## config.mk

```make
export PLATFORM = sky130hd
export DESIGN_NAME = ex_muldiv_unit
export DESIGN_NICKNAME = d
export VERILOG_FILES = /design/src/rtl/ex_muldiv_unit.sv
export SDC_FILE = /design/constraint.sdc
export NUM_CORES = 1
export LEC_CHECK = 0
export BUFFER_PORTS_ARGS = -buffer_cell sky130_fd_sc_hd__buf_2
export CORE_MARGIN = 8
export CORE_UTILIZATION = 35
export DETAILED_ROUTE_END_ITERATION = 16
export GPL_ROUTABILITY_DRIVEN = 0
export SLEW_MARGIN = 20
export SYNTH_ARGS = -nofsm -noshare
export SYNTH_HDL_FRONTEND = slang
export SYNTH_SLANG_ARGS = --single-unit
```

## constraint.sdc

```tcl
create_clock -name clk -period 5.97 [get_ports clk]
set_clock_uncertainty 0.05 [all_clocks]
set_input_delay 1.194 -clock clk [delete_from_list [all_inputs] [get_ports clk]]
set_output_delay 1.194 -clock clk [all_outputs]
set_load 0.02 [all_outputs]
```

## src/rtl/ex_muldiv_unit.sv

```systemverilog
// ex_muldiv_unit
//   Iterative RV32M multiply/divide unit in the EX stage. An accepted op runs
//   one bit per cycle (shift-add multiply or restoring divide) over unsigned
//   magnitudes. The sign is corrected when the result is registered.
// Ports
//   clk, rst            clock (rising edge), asynchronous active-high reset
//   Flush_E             abort the op in flight (branch/jump flush)
//   Start_E             valid M-extension instruction present in EX
//   MulDivOp_E          RV32M funct3
//   SrcA_E, SrcB_E      forwarded rs1/rs2 operands
//   rd_E                destination register
//   Busy_E              combinational stall request to the hazard unit
//   ResultValid_E       one-cycle result strobe (registered)
//   Result_E, rdOut_E   registered result and destination register
module ex_muldiv_unit #(
  parameter int XLEN           = 32,
  parameter int OP_WIDTH       = 3,
  parameter int REG_ADDR_WIDTH = 5,
  parameter int CNT_WIDTH      = 6
) (
  input  logic                      clk,
  input  logic                      rst,
  input  logic                      Flush_E,
  input  logic                      Start_E,
  input  logic [OP_WIDTH-1:0]       MulDivOp_E,
  input  logic [XLEN-1:0]           SrcA_E,
  input  logic [XLEN-1:0]           SrcB_E,
  input  logic [REG_ADDR_WIDTH-1:0] rd_E,
  output logic                      Busy_E,
  output logic                      ResultValid_E,
  output logic [XLEN-1:0]           Result_E,
  output logic [REG_ADDR_WIDTH-1:0] rdOut_E
);

  typedef enum logic [1:0] {IDLE, CALC, DONE} state_t;

  state_t                state, state_nxt;
  logic [OP_WIDTH-1:0]   op;
  logic                  neg;      // result must be negated in DONE
  logic [XLEN-1:0]       mcand;    // multiplicand or divisor magnitude
  logic [2*XLEN-1:0]     acc;      // MUL: {partial hi, multiplier}; DIV: {remainder, quotient}
  logic [CNT_WIDTH-1:0]  cnt;

  logic                  accept, is_div, a_signed, b_signed, sign_a, sign_b;
  logic                  neg_in, div_zero, div_ovf, special;
  logic [XLEN-1:0]       mag_a, mag_b, forced;
  logic [XLEN:0]         mul_sum, div_shift, div_diff;
  logic [2*XLEN-1:0]     step_nxt;
  logic                  last_step;

  function automatic logic [XLEN-1:0] neg_word(input logic n, input logic [XLEN-1:0] v);
    return n ? (~v + 1'b1) : v;
  endfunction

  // Sign correction and half selection for the finished product/quotient/remainder.
  function automatic logic [XLEN-1:0] final_result(input logic [OP_WIDTH-1:0] f,
                                                   input logic n,
                                                   input logic [2*XLEN-1:0] p);
    logic [2*XLEN-1:0] pc;
    if (!f[2]) begin
      pc = n ? (~p + 1'b1) : p;
      return (f[1:0] == 2'b00) ? pc[XLEN-1:0] : pc[2*XLEN-1:XLEN];
    end
    return neg_word(n, f[1] ? p[2*XLEN-1:XLEN] : p[XLEN-1:0]);
  endfunction

  // Operand decode at accept
  always_comb begin
    is_div   = MulDivOp_E[2];
    // MUL/MULH/MULHSU treat A as signed; MUL/MULH treat B as signed; DIV/REM both.
    a_signed = is_div ? ~MulDivOp_E[0] : (MulDivOp_E[1:0] != 2'b11);
    b_signed = is_div ? ~MulDivOp_E[0] : ~MulDivOp_E[1];
    sign_a   = a_signed & SrcA_E[XLEN-1];
    sign_b   = b_signed & SrcB_E[XLEN-1];
    mag_a    = neg_word(sign_a, SrcA_E);
    mag_b    = neg_word(sign_b, SrcB_E);
    // Remainder takes the dividend sign; everything else takes sign(A)^sign(B).
    neg_in   = (is_div && MulDivOp_E[1]) ? sign_a : (sign_a ^ sign_b);
    div_zero = is_div && (SrcB_E == '0);
    div_ovf  = is_div && !MulDivOp_E[0] && (SrcA_E == {1'b1, {(XLEN-1){1'b0}}}) &&
               (SrcB_E == '1);
    special  = div_zero | div_ovf;
    forced   = '0;
    if (div_zero)
      forced = MulDivOp_E[1] ? SrcA_E : '1;
    else if (div_ovf)
      forced = MulDivOp_E[1] ? '0 : SrcA_E;
  end

  // One iteration of shift-add multiply or restoring divide
  always_comb begin
    mul_sum   = {1'b0, acc[2*XLEN-1:XLEN]} + {1'b0, (acc[0] ? mcand : {XLEN{1'b0}})};
    div_shift = acc[2*XLEN-1:XLEN-1];
    div_diff  = div_shift - {1'b0, mcand};
    if (op[2])
      step_nxt = div_diff[XLEN] ? {div_shift[XLEN-1:0], acc[XLEN-2:0], 1'b0}
                                : {div_diff[XLEN-1:0],  acc[XLEN-2:0], 1'b1};
    else
      step_nxt = {mul_sum, acc[XLEN-1:1]};
    last_step = (cnt == CNT_WIDTH'(XLEN-1));
  end

  assign accept = (state == IDLE) && Start_E && !Flush_E;

  always_ff @(posedge clk or posedge rst) begin
    if (rst) state <= IDLE;
    else     state <= state_nxt;
  end

  always_comb begin
    state_nxt = state;
    Busy_E    = 1'b0;
    case (state)
      IDLE: if (accept) begin
        Busy_E    = 1'b1;
        state_nxt = special ? DONE : CALC;
      end
      CALC: begin
        Busy_E = !Flush_E;
        if (Flush_E)        state_nxt = IDLE;
        else if (last_step) state_nxt = DONE;
      end
      DONE:    state_nxt = IDLE;
      default: state_nxt = IDLE;
    endcase
  end

  // Datapath; the result is registered on entry to DONE so the strobe lines up with it
  always_ff @(posedge clk or posedge rst) begin
    if (rst) begin
      op            <= '0;
      neg           <= 1'b0;
      mcand         <= '0;
      acc           <= '0;
      cnt           <= '0;
      Result_E      <= '0;
      rdOut_E       <= '0;
      ResultValid_E <= 1'b0;
    end else begin
      ResultValid_E <= 1'b0;
      if (accept) begin
        op      <= MulDivOp_E;
        neg     <= neg_in;
        rdOut_E <= rd_E;
        mcand   <= mag_b;
        acc     <= {{XLEN{1'b0}}, mag_a};
        cnt     <= '0;
        if (special) begin
          Result_E      <= forced;
          ResultValid_E <= 1'b1;
        end
      end else if (state == CALC && !Flush_E) begin
        acc <= step_nxt;
        cnt <= cnt + CNT_WIDTH'(1);
        if (last_step) begin
          Result_E      <= final_result(op, neg, step_nxt);
          ResultValid_E <= 1'b1;
        end
      end
    end
  end

endmodule
```

==> impl_metrics.ini <==
[run_status]
run_status = completed

[drt]
finalWirelength_um = 66800
ant_nets = 0
post_drt_wl_per_cell_um = 22.7
drtIter0Drc = 2094
first_pass_iters = 6
vias = 18300
vias_per_cell = 6.22
drc = 0

[setup_path]
startpoint_type = input pin
worstPathArrival_ns = 6.09
worst-r2r-cell-count = 21
crit_path_max_incr_delay_ns = 1.01
critPathCaptureType = flip-flop
crit_chain = buf_2 > or4_1 > nor4_1 > nor3b_1 > nand2_1 > or2_2 > nor4_1 > nor2_1 > nor2_1 > nor2_1 > buf_4 > nand2_1 > o21ai_0 > a221oi_1 > o21ai_0
rrSetupSlack_ns = 0.38
critical-path-top-cell-by-count = nor2_1
r2r_end = Result_E[30]
timing.rr.start = acc[31]
path_class = input pin to flip-flop
critPathSlowestCell = nor4_1
required_ns = 6.23
worstPathMaxFanout = 13

[clock_tree]
clk_transition_reported_paths_ns = 0.07
clkLatencyLatePin_ns = 0.47
clk_path_buf_depth = 2
cts_setup_buffers = 0
cts_tree = yes
cts_buffers = 17
clkSinkCount = 146
postCtsHoldBufs = 0
cts_resized = 0
cts_root_buf = clkbuf_16
htreeDepth = 4

[pwr]
power_leakage_nw = 7.62
total_power_mw = 8.30
p_per_area_mw_per_mm2 = 453
ir_drop_mv = 0.307

[synthesis]
synth_top_area_frac = 0.223
synth.most_common_cell = nand2_1
async_flop_share = 1.00
yosysWarnings = 0
synth-edff-count = 0
synth_nets = 2401
ys.flop_type = dfrtp_1
synth_area_mm2 = 0.0164
synth_seq_area_share = 0.223
synth_area_per_cell_um2 = 7.28
synthCells = 2253
synth_commonest_cells = nand2_1, nor2_1, o21ai_0
synth_cell_types = 99
ys_seq_elements = 146
synth_area_leaders = dfrtp_1, o21ai_0, nand2_1
synth_top_area_cell = dfrtp_1

[layout]
finalNonFillerCells = 2943
regArea_mm2 = 0.00366
multi_input_area_mm2 = 0.0120
fin_util = 0.394
area_growth_pct = 11.7
drive_gt1_frac = 0.122
fin_nets = 2471
fillers = 4932

[grt]
grt_pass1_vias = 17500
gr-total-overflow = 0
grt_pass1_wl_um = 102000
grtUsageTotal = 0.240
grt_max_degree = 76
antenna_found_initial = 1

[hold_path]
hold_end = rdOut_E[2]
holdCritStartpoint = rdOut_E[2]
whs_path_depth = 2
hold_path_class = flip-flop to flip-flop

[placed_design]
place_hpwl_um = 51900
io_buffers = 114
dp_cells = 2911

[floorplan]
ios = 115
dieArea_mm2 = 0.0541
die_h_um = 232
rows = 79
initial_core_util = 0.353
dieWidth_um = 232
core_area_mm2 = 0.0465

[timing]
relSlewSlack = 0.232
period_needed_ns = 5.83
report.final.hold_viol_count = 0
worstMarginPinSlew_ns = 1.14
setup_viol = 0
slew_violations = 0
period_share = 0.977
fmax_mhz = 171
rsz0062_at_grt = false

[flow_run]
cap_violations = 0
cell usage in the layout (no fill, tap or decap), types with 38 or more instances in the layout:
cell type    n
xor2_1      74
nor3_1      57
xnor2_1     93
ha_1        70
buf_4       64
nand3_1     43
mux2i_1     38
a31oi_1     41
and2_1      49
nand2_1    280
buf_2      114
dfrtp_1    143
a21oi_1    184
nor2_1     235
o21ai_0    218
inv_1       73
o211ai_1    46
cells by family after synthesis:
logic type               share of synthesized area
AND/OR/NAND/NOR                              0.245
adder cells (fa/ha/maj)                     0.0558
flip-flops                                   0.223
multiplexers                                0.0426
buffers and inverters                       0.0485
AO/OA/AOI/OAI                                0.296
XOR/XNOR                                    0.0892
report_power, final:
| part | internal [mW] | switching [mW] |
|---|---|---|
| Combinational | 2.02 | 3.64 |
| Sequential | 1.18 | 0.327 |
| Clock | 0.627 | 0.504 |
cell type report:
type	count	area share
Sequential cell	146	0.200
Clock inverter	11	0.00717
Timing Repair Buffer	178	0.0574
Antenna cell	1	0.000137
Inverter	74	0.0154
Multi-Input combinational cell	1906	0.654
Tap cell	607	0.0415
Clock buffer	20	0.0244
through the flow:
stage	setup TNS (ns)	worst slack, ns	hold slack, ns	instance area [um2]
final	0	0.135	0.435	18300
after global routing	0	0.0437	0.452	18300
after CTS	0	0.344	0.435	18300
after detailed placement	-0.164	-0.138	0.411	17700
after global placement	-0.0629	-0.0616	0.405	17700
after floorplan	0	0.756	0.405	16400
worst max path at each step:
stage / start / endpoint
after floorplan: acc[31] / Result_E[30]
after global placement: SrcA_E[12] / Result_E[17]
after detailed placement: SrcA_E[12] / Result_E[17]
after CTS: SrcA_E[12] / Result_E[17]
after global routing: SrcA_E[12] / Result_E[17]
final: SrcA_E[12] / Result_E[17]
registers in the layout, summed over array words and instances, names as in the netlist:
| signal | count |
|---|---|
| Result_E | 32 |
| ResultValid_E | 1 |
| rdOut_E | 5 |
| acc | 64 |
| op | 3 |
| cnt | 6 |
| neg | 1 |
| state | 2 |
| mcand | 32 |
routing by layer:
metal,GRT usage,vias to the layer above,routed length (um)
li1,-,8390,-
met1,0.307,8775,26900
met2,0.388,963,30800
met3,0.0420,178,5860
met4,0.117,2,3190
met5,0,-,13
worst max-delay path, delay by kind of cell:
kind	cells	cell delay, ns
AND/OR/NAND/NOR	10	3.91
buffers and inverters	2	0.44
AO/OA/AOI/OAI	3	0.55
(Power assumes the default switching activity.)
